===== src/rtl/pe_leaf_controller_pkg.sv =====
// Shared definitions for the PE leaf controller: flit layout, router info
// codes, credit sizing and controller state encoding.
package pe_leaf_controller_pkg;

  // Flit layout: [35:32] info, [31:16] addr, [15:0] data
  localparam int unsigned FLIT_W        = 36;
  localparam int unsigned INFO_W        = 4;
  localparam int unsigned DATA_W        = 16;
  localparam int unsigned FLIT_INFO_LSB = 32;
  localparam int unsigned FLIT_ADDR_LSB = 16;
  localparam int unsigned PE_ID_W       = 6;

  localparam int unsigned ROUTER_FIFO_DEPTH = 8;
  localparam int unsigned CREDIT_CNT_WIDTH  = 4;

  typedef enum logic [INFO_W-1:0] {
    ROUTER_INFO_ACT           = 4'h0,
    ROUTER_INFO_CONFIG        = 4'h1,
    ROUTER_INFO_CALC          = 4'h2,
    ROUTER_INFO_FIN_BROADCAST = 4'h3,
    ROUTER_INFO_FIN_COMP      = 4'h4
  } router_info_e;

  typedef enum logic [2:0] {
    ST_IDLE    = 3'd0,
    ST_BCAST   = 3'd1,
    ST_SEND_FB = 3'd2,
    ST_WAIT_FB = 3'd3,
    ST_COMP    = 3'd4,
    ST_SEND_FC = 3'd5,
    ST_WAIT_FC = 3'd6
  } pe_state_e;

  // Upstream report flit: info code, zero address, PE index in data
  function automatic logic [FLIT_W-1:0] make_report(input router_info_e info,
                                                    input logic [DATA_W-1:0] pe_id);
    return {info, 16'h0000, pe_id};
  endfunction

endpackage


===== src/rtl/pe_credit_counter.sv =====
// Downstream credit counter: loads INIT on reset, +1 on return, -1 on send,
// simultaneous return and send hold the count.
module pe_credit_counter #(
  parameter int unsigned CNT_W = 4,
  parameter int unsigned INIT  = 8
) (
  input  logic clk,
  input  logic rst_n,
  input  logic i_inc,
  input  logic i_dec,
  output logic o_nonzero
);

  logic [CNT_W-1:0] r_count;

  // Credit count update; a decrement never takes the count below zero
  always_ff @(posedge clk or negedge rst_n) begin
    if (!rst_n) begin
      r_count <= CNT_W'(INIT);
    end else if (i_inc && !i_dec) begin
      r_count <= r_count + CNT_W'(1);
    end else if (i_dec && !i_inc && (r_count != '0)) begin
      r_count <= r_count - CNT_W'(1);
    end
  end

  assign o_nonzero = (r_count != '0);

endmodule


===== src/rtl/pe_leaf_controller.sv =====
// Per-PE control endpoint on a leaf router LOCAL port. Decodes root flits,
// drives config writes and phase strobes, returns FIN reports and muxes
// core activation flits onto the credit-controlled output.
// Optional cycle statistics: define PE_CTRL_STATS_EN.
module pe_leaf_controller
  import pe_leaf_controller_pkg::*;
#(
  parameter int unsigned PE_ID      = 0,
  parameter int unsigned CFG_AW     = 10,
  parameter int unsigned FIFO_DEPTH = ROUTER_FIFO_DEPTH
) (
  input  logic              clk,
  input  logic              rst_n,
  input  logic              in_data_valid,
  input  logic [FLIT_W-1:0] in_data,
  output logic              upstream_credit,
  output logic              out_data_valid,
  output logic [FLIT_W-1:0] out_data,
  input  logic              downstream_credit,
  output logic              cfg_wr_en,
  output logic [CFG_AW-1:0] cfg_addr,
  output logic [DATA_W-1:0] cfg_data,
  output logic              comp_start,
  input  logic              bcast_done,
  output logic              bcast_all_done,
  input  logic              comp_done,
  output logic              layer_done,
  input  logic              act_valid,
  input  logic [FLIT_W-1:0] act_data,
  output logic              act_rdy,
  output logic              proto_err,
  output logic [15:0]       stat_comp_cycles
);

  localparam logic [PE_ID_W-1:0] PE_ID_ADDR = PE_ID_W'(PE_ID);
  localparam logic [DATA_W-1:0]  PE_ID_DATA = DATA_W'(PE_ID);

  pe_state_e          r_state;
  pe_state_e          w_state_next;
  logic [INFO_W-1:0]  w_info;
  logic               w_pe_match;
  logic               w_has_credit;
  logic               w_cfg_wr;
  logic               w_comp_start;
  logic               w_bcast_all;
  logic               w_layer_done;
  logic               w_err;
  logic               w_rpt_send;
  logic [FLIT_W-1:0]  w_rpt_flit;
  logic               w_act_xfer;

  assign w_info     = in_data[FLIT_INFO_LSB +: INFO_W];
  assign w_pe_match = (in_data[FLIT_ADDR_LSB + CFG_AW +: PE_ID_W] == PE_ID_ADDR);

  pe_credit_counter #(
    .CNT_W (CREDIT_CNT_WIDTH),
    .INIT  (FIFO_DEPTH)
  ) u_credit (
    .clk       (clk),
    .rst_n     (rst_n),
    .i_inc     (downstream_credit),
    .i_dec     (out_data_valid),
    .o_nonzero (w_has_credit)
  );

  // Controller state register
  always_ff @(posedge clk or negedge rst_n) begin
    if (!rst_n) r_state <= ST_IDLE;
    else        r_state <= w_state_next;
  end

  // Next state, flit/strobe decode and report emission; flits and core strobes
  // are decoded independently since no state accepts both kinds of event
  always_comb begin
    w_state_next = r_state;
    w_cfg_wr     = 1'b0;
    w_comp_start = 1'b0;
    w_bcast_all  = 1'b0;
    w_layer_done = 1'b0;
    w_err        = 1'b0;
    w_rpt_send   = 1'b0;
    w_rpt_flit   = '0;

    if (in_data_valid) begin
      unique case (r_state)
        ST_IDLE: begin
          if (w_info == ROUTER_INFO_CONFIG) begin
            w_cfg_wr = w_pe_match;
          end else if (w_info == ROUTER_INFO_CALC) begin
            w_state_next = ST_BCAST;
            w_comp_start = 1'b1;
          end else begin
            w_err = 1'b1;
          end
        end
        ST_WAIT_FB: begin
          if (w_info == ROUTER_INFO_FIN_BROADCAST) begin
            w_state_next = ST_COMP;
            w_bcast_all  = 1'b1;
          end else begin
            w_err = 1'b1;
          end
        end
        ST_WAIT_FC: begin
          if (w_info == ROUTER_INFO_FIN_COMP) begin
            w_state_next = ST_IDLE;
            w_layer_done = 1'b1;
          end else begin
            w_err = 1'b1;
          end
        end
        default: w_err = 1'b1;
      endcase
    end

    if (bcast_done) begin
      if (r_state == ST_BCAST) w_state_next = ST_SEND_FB;
      else                     w_err = 1'b1;
    end

    if (comp_done) begin
      if (r_state == ST_COMP) w_state_next = ST_SEND_FC;
      else                    w_err = 1'b1;
    end

    if ((r_state == ST_SEND_FB) && w_has_credit) begin
      w_rpt_send   = 1'b1;
      w_rpt_flit   = make_report(ROUTER_INFO_FIN_BROADCAST, PE_ID_DATA);
      w_state_next = ST_WAIT_FB;
    end else if ((r_state == ST_SEND_FC) && w_has_credit) begin
      w_rpt_send   = 1'b1;
      w_rpt_flit   = make_report(ROUTER_INFO_FIN_COMP, PE_ID_DATA);
      w_state_next = ST_WAIT_FC;
    end
  end

  // Core activations only flow in working phases, so reports take priority
  assign act_rdy        = ((r_state == ST_BCAST) || (r_state == ST_COMP)) && w_has_credit;
  assign w_act_xfer     = act_valid && act_rdy;
  assign out_data_valid = w_rpt_send || w_act_xfer;
  assign out_data       = w_rpt_send ? w_rpt_flit : (w_act_xfer ? act_data : '0);

  // Registered credit return, config write, phase pulses and sticky error
  always_ff @(posedge clk or negedge rst_n) begin
    if (!rst_n) begin
      upstream_credit <= 1'b0;
      cfg_wr_en       <= 1'b0;
      cfg_addr        <= '0;
      cfg_data        <= '0;
      comp_start      <= 1'b0;
      bcast_all_done  <= 1'b0;
      layer_done      <= 1'b0;
      proto_err       <= 1'b0;
    end else begin
      upstream_credit <= in_data_valid;
      cfg_wr_en       <= w_cfg_wr;
      if (w_cfg_wr) begin
        cfg_addr <= in_data[FLIT_ADDR_LSB +: CFG_AW];
        cfg_data <= in_data[DATA_W-1:0];
      end
      comp_start      <= w_comp_start;
      bcast_all_done  <= w_bcast_all;
      layer_done      <= w_layer_done;
      proto_err       <= proto_err | w_err;
    end
  end

`ifdef PE_CTRL_STATS_EN
  logic [15:0] r_stat;

  // Layer cycle counter: cleared by CALC, counts non-idle cycles, saturating
  always_ff @(posedge clk or negedge rst_n) begin
    if (!rst_n) begin
      r_stat <= '0;
    end else if (w_comp_start) begin
      r_stat <= '0;
    end else if ((r_state != ST_IDLE) && (r_stat != '1)) begin
      r_stat <= r_stat + 16'd1;
    end
  end

  assign stat_comp_cycles = r_stat;
`else
  assign stat_comp_cycles = '0;
`endif

endmodule


===== config.mk =====
export PLATFORM = sky130hd
export DESIGN_NAME = pe_leaf_controller
export DESIGN_NICKNAME = d
export VERILOG_FILES = /design/src/rtl/pe_leaf_controller_pkg.sv /design/src/rtl/pe_credit_counter.sv /design/src/rtl/pe_leaf_controller.sv
export SDC_FILE = /design/constraint.sdc
export NUM_CORES = 1
export LEC_CHECK = 0
export BUFFER_PORTS_ARGS = -buffer_cell sky130_fd_sc_hd__buf_2
export CAP_MARGIN = 25
export CORE_MARGIN = 3
export CORE_UTILIZATION = 35
export CTS_CLUSTER_DIAMETER = 40
export DETAILED_ROUTE_END_ITERATION = 10
export GPL_TIMING_DRIVEN = 1
export PLACE_DENSITY = 0.73
export SYNTH_ARGS = -nofsm -noshare
export SYNTH_HDL_FRONTEND = slang
export SYNTH_SLANG_ARGS = --single-unit

===== constraint.sdc =====
create_clock -name clk -period 3.6 [get_ports clk]
set_clock_uncertainty 0.15 [all_clocks]
set_input_delay 0.36 -clock clk [delete_from_list [all_inputs] [get_ports clk]]
set_output_delay 0.36 -clock clk [all_outputs]
set_load 0.03 [all_outputs]

==> results of run 1 <==
[stage by stage]
stage          instances  total power, uW
6_report             447             1480
5_1_grt              447             1590
4_1_cts              447             1500
2_1_floorplan        240              970
3_5_place_dp         440             1150
3_3_place_gp         440             1130
[flip-flops by register name (all words and copies together), names as in the netlist]
signal,flops
cfg_data,16
cfg_addr,10
u_credit.r_count,4
r_state,3
bcast_all_done,1
cfg_wr_en,1
comp_start,1
layer_done,1
proto_err,1
upstream_credit,1
[power breakdown]
part	switching, uW	internal (uW)
Combinational	381	240
Clock	146	203
Sequential	34.7	481
Total	562	923
[path summary, 6_finish.rpt]
| check | from | endpoint | slack (ns) | depth (start not counted) |
|---|---|---|---|---|
| max | r_state[1]$_DFF_PN0_ | u_credit.r_count[3]$_DFFE_PN1P_ | 0.58 | 9 |
| min | rst_n | cfg_data[5]$_DFFE_PN0P_ | 0.03 | 1 |
| max reg2reg | r_state[1]$_DFF_PN0_ | u_credit.r_count[3]$_DFFE_PN1P_ | 0.58 | 9 |
| min reg2reg | cfg_data[3]$_DFFE_PN0P_ | cfg_data[3]$_DFFE_PN0P_ | 0.35 | 1 |
| max in group asynchronous | rst_n | cfg_data[13]$_DFFE_PN0P_ | 2.74 | 1 |
| min in group clk | in_data[9] | cfg_data[9]$_DFFE_PN0P_ | 0.15 | 2 |
[worst max-delay path: stages (launching register included)]
cell	delay (ns)
dfrtp_1	0.35
buf_4	0.18
nor3b_1	0.29
a21oi_1	0.15
o21ai_0	0.50
ha_1	0.33
a21o_1	0.19
a21o_1	0.20
or4_1	0.47
o2111ai_1	0.12
[metal layers]
layer  share of wire  GRT usage  up-vias
met3           0.042     0.0270        4
li1                -          -     1073
met2            0.54      0.260       60
met5               0          0        -
met4          0.0089     0.0385        0
met1            0.41      0.198     1044
[logic make-up after synthesis]
kind of cell               after synthesis
and+or+nand+nor                         84
DFF                                     39
buffers and inverters                   35
AOI/OAI and AO/OA                       30
muxes                                   28
adders and majority gates                5
xor gates and xnor gates                 3
other                                    1
[layout make-up]
type                       instances  area (um^2)
clock buffer                       5         68.8
clock inverter                     2         37.5
fill                             619         3220
inverter                           4         15.0
multi-input combinational        166         1260
sequential                        39          977
tap                               77         96.3
timing repair buffer             154          786
[cell usage in the layout (no fill, tap or decap), types with 2 or more instances in the layout]
cell type,count
mux2_2,8
a21o_1,2
buf_2,148
a21oi_1,9
nor4b_1,3
nand2b_1,5
o21ai_0,6
dfrtp_1,38
nor3_1,5
and3_1,34
clkbuf_8,5
nor4_1,4
nor3b_1,4
nor2_1,7
nand2_1,9
xor2_1,3
a31oi_1,4
inv_1,3
buf_4,6
mux2_4,20
ha_1,2
nand3_1,3
or4_1,2
conb_1,16
nand4b_1,2
o211ai_1,2
maj3_1,2
==> flow_metrics.py, run 1 <==
metrics = {
    "run_status": {
        "run_status": "complete, no violations",
    },
    "grt": {
        "grt_max_degree": 40,
        "track_usage": 0.151,
        "grt_pass1_wl_um": 9470,
        "gr-total-overflow": 0,
        "grt_pass1_vias": 1916,
        "antenna_found_initial": 0,
    },
    "detailed_routing": {
        "wire_per_inst_um": 14.1,
        "drt_iter0_markers": 84,
        "drc": 0,
        "dr.pass1.iters": 4,
        "via_per_inst": 4.88,
        "drt_wl_total_um": 6290,
        "via_count": 2181,
        "ant_nets": 0,
    },
    "final_layout": {
        "syn_to_final_growth_pct": 36.0,
        "antenna_cells": 0,
        "nets": 452,
        "final_area_um2": 3240,
        "drive_gt1_frac": 0.530,
        "utilization": 0.502,
    },
    "place": {
        "dpl.hpwl_um": 5020,
        "gp_congestion": 0.785,
        "io_buffers": 148,
        "placed_area_um2": 3140,
        "post-place-ws_ns": 0.592,
    },
    "yosys": {
        "synth_most_common_cell": "dfrtp_1",
        "synth-edff-count": 0,
        "synth_ff_type": "dfrtp_1",
        "synthXorXnorAreaFrac": 0.0110,
        "yosys-top-cells-count": "dfrtp_1, and3_1, mux2_4",
        "synthSimpleGateAreaFrac": 0.221,
        "netlist_area_um2": 2380,
        "async_reset_ff_frac": 1.00,
        "synth_top_family_by_area": "simple AND/OR/NAND/NOR gates",
        "yosys_warnings": 0,
        "synth_top_area_frac": 0.399,
        "syn_avg_cell_area_um2": 10.6,
        "syn-instance-count": 225,
        "ys_ff_latch": 39,
        "yosysTopAreaCell": "dfrtp_1",
        "synth_fa_ha_area_frac": 0.0273,
        "synthDistinctLibCells": 43,
        "synth_compound_area_frac": 0.0792,
        "synth_area_leaders": "dfrtp_1, mux2_4, and3_1",
        "yosysSeqAreaShare": 0.410,
        "synth_mux_area_frac": 0.164,
    },
    "die": {
        "die_w_um": 88.5,
        "start_util": 0.369,
        "core-area_um2": 6460,
        "die_area_um2": 7840,
        "die_y_um": 88.5,
        "ioPinCount": 165,
        "rows": 29,
    },
    "clock_tree": {
        "cts_hold_buf": 0,
        "clock-sinks": 39,
        "cts_root_buffer": "clkbuf_8",
        "postCtsSetupRepairBufs": 0,
        "htree_levels": 2,
        "clk-insertion-delay-late_ns": 0.28,
        "cts_buffers": 5,
        "cts.clk_slew.worst_paths_ns": 0.07,
        "cts.repair.resized": 0,
        "cts_tree": "yes",
        "clockBufferDepth": 2,
    },
    "sta": {
        "drv_slew": 0,
        "fin_tns_setup_ns": 0,
        "setup_slack_ns": 0.580,
        "fin_crit_sh": 0.839,
        "post-route-min-period_ns": 3.02,
        "max_freq_mhz": 331,
        "holdWs_ns": 0.0270,
        "rsz0062_at_grt": "no",
        "tightest_slew_ns": 0.842,
        "hold_violations": 0,
        "max_slew_margin": 0.439,
        "finalSetupViolCount": 0,
    },
    "pwr": {
        "worst_ir_drop_vdd_mv": 0.217,
        "powerDensity_nw_per_um2": 458,
        "power.leakage_uw": 0.00198,
    },
    "worst_setup_path": {
        "critPathLaunchType": "flip-flop",
        "end_kind": "flip-flop",
        "cp.arrival_ns": 3.06,
        "path_class": "reg2reg",
        "crit_required_ns": 3.64,
        "cp_max_fo": 12,
    },
    "job": {
        "cap_violations": 0,
    },
    "min_path": {
        "hp-class": "in2async",
    },
}
No activity file was read; power rests on OpenSTA's default activity.
==> run 2: changes to the inputs <==
- ABC_AREA: unset -> 1
- PLACE_DENSITY: 0.73 -> 0.77
- clock period: 3.6 -> 2.7 ns (I/O delays scaled with it)
==> flow_metrics.py, run 2 <==
metrics = {
    "job": {
        "cap_violations": 0,
    },
    "detailed_routing": {
        "drt_iter0_markers": 60,
        "via_count": 2340,
        "drc": 0,
        "wire_per_inst_um": 11.1,
        "via_per_inst": 4.37,
        "drt_wl_total_um": 5960,
        "ant_nets": 0,
        "dr.pass1.iters": 4,
    },
    "worst_setup_path": {
        "worstReg2RegStart": "u_credit.r_count[0]$_DFFE_PN0P_",
        "cp.arrival_ns": 2.46,
        "path_cells": "nor2_1 > nand3_1 > o21ai_2 > nand3_4 > ha_1 > nand2_1 > nand2_1 > a31oi_1 > inv_1 > nand2_1 > nand2_1 > nand2_1 > nand2_1 > inv_1",
        "path_class": "reg2reg",
        "reg2reg_slack_ns": 0.32,
        "crit_top_cell": "nand2_1",
        "crit_required_ns": 2.78,
        "critPathSlowestCell": "dfrtp_1",
        "r2r_cells": 14,
        "critPathLaunchType": "flip-flop",
        "cp_max_fo": 6,
        "timing.rr.end": "u_credit.r_count[3]$_DFFE_PN1P_",
        "cpPeakStageDelay_ns": 0.47,
        "end_kind": "flip-flop",
    },
    "final_layout": {
        "largest_reg_flops": 16,
        "nets": 542,
        "syn_to_final_growth_pct": 38.8,
        "drive_gt1_frac": 0.377,
        "final_cell_mix": "buf_2, nand2_1, inv_1, nor2_1, dfrtp_1",
        "antenna_cells": 0,
        "regMostFlops": "cfg_data",
        "final_common_cell": "buf_2",
        "n_fill_cell": 605,
        "reg.largest.list": "cfg_data x16, cfg_addr x10, u_credit.r_count x4",
    },
    "yosys": {
        "synthDistinctLibCells": 31,
        "synthSimpleGateAreaFrac": 0.333,
        "synth_top_family_by_area": "simple AND/OR/NAND/NOR gates",
        "synth-edff-count": 0,
        "synth_top_area_frac": 0.426,
        "async_reset_ff_frac": 1.00,
        "yosys-top-cells-count": "nand2_1, inv_1, nor2_1",
        "syn_avg_cell_area_um2": 7.20,
        "syn-instance-count": 310,
        "synth_compound_area_frac": 0.0325,
        "yosysTopAreaCell": "dfrtp_1",
        "ys_ff_latch": 39,
        "synth_mux_area_frac": 0,
        "netlist_area_um2": 2230,
        "synthXorXnorAreaFrac": 0.0112,
        "synth_area_leaders": "dfrtp_1, nand2_1, inv_1",
        "synth_fa_ha_area_frac": 0.0202,
        "synth_most_common_cell": "nand2_1",
        "synth_ff_type": "dfrtp_1",
        "yosysSeqAreaShare": 0.438,
        "yosys_warnings": 0,
    },
    "sta": {
        "max_slew_margin": 0.432,
        "rsz0062_at_grt": "no",
        "fin_crit_sh": 0.883,
        "hold_violations": 0,
        "setup_slack_ns": 0.317,
        "max_freq_mhz": 420,
        "post-route-min-period_ns": 2.38,
        "fin_tns_setup_ns": 0,
        "finalSetupViolCount": 0,
        "drv_slew": 0,
        "tightest_slew_ns": 0.851,
    },
    "place": {
        "dpl.hpwl_um": 5010,
        "io_buffers": 148,
        "post-place-ws_ns": 0.336,
        "gp_congestion": 0.856,
    },
    "grt": {
        "track_usage": 0.164,
        "busiest_layer": "met2",
        "grt_max_degree": 40,
        "gr-usage-met2": 0.303,
        "grt_pass1_wl_um": 9840,
        "use_met3": 0.0423,
        "gr-total-overflow": 0,
        "antenna_found_initial": 0,
        "grt_pass1_vias": 2246,
        "grt_use_met1": 0.189,
    },
    "min_path": {
        "hp-class": "in2reg",
        "worstHoldPathCells": 3,
        "whs_endpoint": "cfg_addr[9]$_DFFE_PN0P_",
        "hp-start": "in_data[25]",
    },
    "clock_tree": {
        "clock-sinks": 39,
        "cts_hold_buf": 2,
        "cts_root_buffer": "clkbuf_8",
        "clk-insertion-delay-late_ns": 0.28,
        "postCtsSetupRepairBufs": 0,
        "cts_buffers": 5,
        "htree_levels": 2,
        "clockBufferDepth": 2,
        "cts_tree": "yes",
        "cts.repair.resized": 0,
        "cts.clk_slew.worst_paths_ns": 0.07,
    },
    "die": {
        "start_util": 0.368,
        "rows": 28,
        "die_y_um": 85.9,
        "die_w_um": 85.9,
        "ioPinCount": 165,
        "core-area_um2": 6060,
        "die_area_um2": 7370,
    },
    "pwr": {
        "powerDensity_nw_per_um2": 742,
        "worst_ir_drop_vdd_mv": 0.377,
        "power.leakage_uw": 0.00209,
    },
    "run_status": {
        "run_status": "complete, no violations",
    },
}
run 2: changes by cell type after synthesis, moves of 8 or more:
cell,change
nor2_1,+38
mux2_4,-20
mux2_2,-8
and3_1,-34
clkbuf_1,-13
nand2_1,+97
a21oi_1,-8
inv_1,+44
nand3_1,+9
run 2: final cells by class:
cell class / count / area, um^2 / area share
Tap cell: 75 / 93.8 / 0.0303
Inverter: 51 / 194 / 0.0626
Clock inverter: 3 / 43.8 / 0.0141
Multi-Input combinational cell: 211 / 946 / 0.305
Clock buffer: 5 / 68.8 / 0.0222
Sequential cell: 39 / 977 / 0.315
Timing Repair Buffer: 152 / 776 / 0.250
run 2: worst max-delay path, delay by kind of cell (launching register included):
family          cells  cell delay (ns)
compound gates      2             0.38
fa+ha+maj           1             0.38
buf+inv             2             0.11
flops               1             0.47
simple gates        9             0.85
run 2: power by group:
part | internal [uW] | switching (uW) | leakage, uW
combinational | 348 | 750 | 0.00152
sequential | 651 | 81.0 | 0.000520
clock | 275 | 193 | 0.0000581
run 2: cell families after synthesis:
group / after synthesis
AOI/OAI and AO/OA: 12
xor gates and xnor gates: 2
other: 1
adders and majority gates: 3
and+or+nand+nor: 178
buffers and inverters: 75
DFF: 39
run 2: layer usage:
layer	vias to the layer above	routed length (um)
met5	-	0
met3	4	664
li1	1188	-
met1	1004	2370
met2	144	2880
met4	0	46
run 2: worst max path at each step:
| stage | slack, ns | start | cells after the start | endpoint |
|---|---|---|---|---|
| after floorplan | 0.52 | u_credit.r_count[0]$_DFFE_PN0P_ | 14 | u_credit.r_count[3]$_DFFE_PN1P_ |
| after global placement | 0.50 | u_credit.r_count[0]$_DFFE_PN0P_ | 14 | u_credit.r_count[3]$_DFFE_PN1P_ |
| after detailed placement | 0.34 | u_credit.r_count[0]$_DFFE_PN0P_ | 14 | u_credit.r_count[3]$_DFFE_PN1P_ |
| after CTS | 0.32 | u_credit.r_count[0]$_DFFE_PN0P_ | 14 | u_credit.r_count[3]$_DFFE_PN1P_ |
| after global routing | 0.03 | u_credit.r_count[0]$_DFFE_PN0P_ | 14 | u_credit.r_count[3]$_DFFE_PN1P_ |
| final | 0.32 | u_credit.r_count[0]$_DFFE_PN0P_ | 14 | u_credit.r_count[3]$_DFFE_PN1P_ |
run 2: through the flow:
stage	instances	cell area, um^2	total power [uW]	hold WS (ns)	utilization
floorplan	325	2290	1550	-0.176	-
global placement	526	2970	1800	0.274	0.489
detailed placement	526	2970	1840	0.274	0.489
CTS	536	3100	2330	0.0218	0.511
global route	536	3100	2480	0.0302	0.511
finish	536	3100	2300	0.0336	0.511
==> run 3: changes to the inputs <==
- CORE_UTILIZATION: 35 -> 36
- PLACE_DENSITY: 0.77 -> 0.79
==> flow_metrics.py, run 3 (synthesis results as in run 2) <==
metrics = {
    "worst_setup_path": {
        "reg2reg_slack_ns": 0.32,
        "cp_max_fo": 6,
        "critPathLaunchType": "flip-flop",
        "cp_num_buf_inv": 2,
        "crit_required_ns": 2.77,
        "crit_top_cell": "nand2_1",
        "cpPeakStageDelay_ns": 0.46,
        "cp_top_family": "simple AND/OR/NAND/NOR gates",
        "critPathSlowestCell": "dfrtp_1",
        "path_class": "reg2reg",
        "cp.arrival_ns": 2.46,
        "end_kind": "flip-flop",
        "path_cells": "nor2_1 > nand3_1 > o21ai_2 > nand3_4 > ha_1 > nand2_1 > nand2_1 > a31oi_1 > inv_1 > nand2_1 > nand3_1 > nand2_1 > inv_1",
    },
    "die": {
        "ioPinCount": 165,
        "rows": 28,
        "core-area_um2": 5960,
        "die_area_um2": 7180,
        "start_util": 0.375,
        "die_y_um": 84.7,
        "die_w_um": 84.7,
    },
    "grt": {
        "grt_pass1_vias": 2246,
        "grt_pass1_wl_um": 9670,
        "gr-total-overflow": 0,
        "track_usage": 0.163,
        "grt_max_degree": 40,
        "antenna_found_initial": 0,
    },
    "detailed_routing": {
        "ant_nets": 0,
        "wire_per_inst_um": 11.0,
        "drt_wl_total_um": 5900,
        "dr.pass1.iters": 4,
        "via_per_inst": 4.35,
        "via_count": 2331,
        "drc": 0,
        "drt_iter0_markers": 52,
    },
    "place": {
        "dpl.hpwl_um": 4920,
        "gp_congestion": 0.875,
        "post-place-ws_ns": 0.337,
        "io_buffers": 148,
        "placed_area_um2": 2970,
    },
    "final_layout": {
        "n_fill_cell": 574,
        "antenna_cells": 0,
        "regMostFlops": "cfg_data",
        "largest_reg_flops": 16,
        "syn_to_final_growth_pct": 39.7,
        "drive_gt1_frac": 0.375,
        "final_area_um2": 3120,
        "utilization": 0.524,
        "final_common_cell": "buf_2",
        "final_cell_mix": "buf_2, nand2_1, inv_1, nor2_1, dfrtp_1",
        "nets": 542,
        "reg.largest.list": "cfg_data x16, cfg_addr x10, u_credit.r_count x4",
    },
    "sta": {
        "max_slew_margin": 0.442,
        "hold_violations": 0,
        "max_freq_mhz": 419,
        "rsz0062_at_grt": "no",
        "setup_slack_ns": 0.315,
        "drv_slew": 0,
        "post-route-min-period_ns": 2.38,
        "fin_crit_sh": 0.883,
        "tightest_slew_ns": 0.837,
        "finalSetupViolCount": 0,
        "fin_tns_setup_ns": 0,
    },
    "clock_tree": {
        "clockBufferDepth": 2,
        "cts.repair.resized": 0,
        "cts_buffers": 5,
        "cts_root_buffer": "clkbuf_8",
        "htree_levels": 2,
        "clock-sinks": 39,
        "cts.clk_slew.worst_paths_ns": 0.07,
        "cts_hold_buf": 2,
        "clk-insertion-delay-late_ns": 0.28,
        "postCtsSetupRepairBufs": 0,
        "cts_tree": "yes",
    },
    "pwr": {
        "worst_ir_drop_vdd_mv": 0.315,
        "power.leakage_uw": 0.00210,
        "powerDensity_nw_per_um2": 763,
    },
    "job": {
        "cap_violations": 0,
    },
    "run_status": {
        "run_status": "complete, no violations",
    },
    "min_path": {
        "hp-class": "in2reg",
    },
}
[run 3: changes by cell type in the layout (fill, tap and decap cells not counted), sizes merged]
| cell | delta |
|---|---|
| bufinv | +1 |
| clkbuf | +1 |
| clkinv | -2 |
[run 3: area by class of cell]
type | count | area [um^2] | share of cell area
clock buffers | 6 | 72.6 | 0.0233
clock inverters | 2 | 60.1 | 0.0193
inverters | 51 | 194 | 0.0622
multi-input cells | 211 | 946 | 0.303
flip-flops and latches | 39 | 977 | 0.313
well taps | 75 | 93.8 | 0.0301
repair buffers | 152 | 776 | 0.249
[run 3: report_power, final]
group	internal (uW)	switching [uW]
sequential	652	75.9
combinational	349	747
clock	369	189
[run 3: through the flow]
step                cells  power, uW  hold WS [ns]
floorplan             325       1550        -0.176
global placement      526       1790         0.270
detailed placement    526       1830         0.275
CTS                   536       2410        0.0250
global route          536       2560        0.0373
finish                536       2380        0.0334
[run 3: layer usage]
| layer | vias to the layer above | part of all wire | GRT usage |
|---|---|---|---|
| li1 | 1192 | - | - |
| met1 | 997 | 0.40 | 0.196 |
| met2 | 136 | 0.47 | 0.293 |
| met3 | 6 | 0.12 | 0.0422 |
| met4 | 0 | 0.0086 | 0.0360 |
| met5 | - | 0 | 0 |
[run 3: final timing paths]
path | from | to | cells past startpoint
min reg2reg | cfg_addr[5]$_DFFE_PN0P_ | cfg_addr[5]$_DFFE_PN0P_ | 2
max | u_credit.r_count[0]$_DFFE_PN0P_ | u_credit.r_count[3]$_DFFE_PN1P_ | 13
min | in_data[17] | cfg_addr[1]$_DFFE_PN0P_ | 3
max reg2reg | u_credit.r_count[0]$_DFFE_PN0P_ | u_credit.r_count[3]$_DFFE_PN1P_ | 13
min in group asynchronous | rst_n | cfg_data[2]$_DFFE_PN0P_ | 2
max in group asynchronous | rst_n | cfg_data[3]$_DFFE_PN0P_ | 2
[run 3: worst min-delay path, stage by stage]
cell,delay (ns)
buf_2,0.07
nand2_1,0.04
nand2_1,0.05
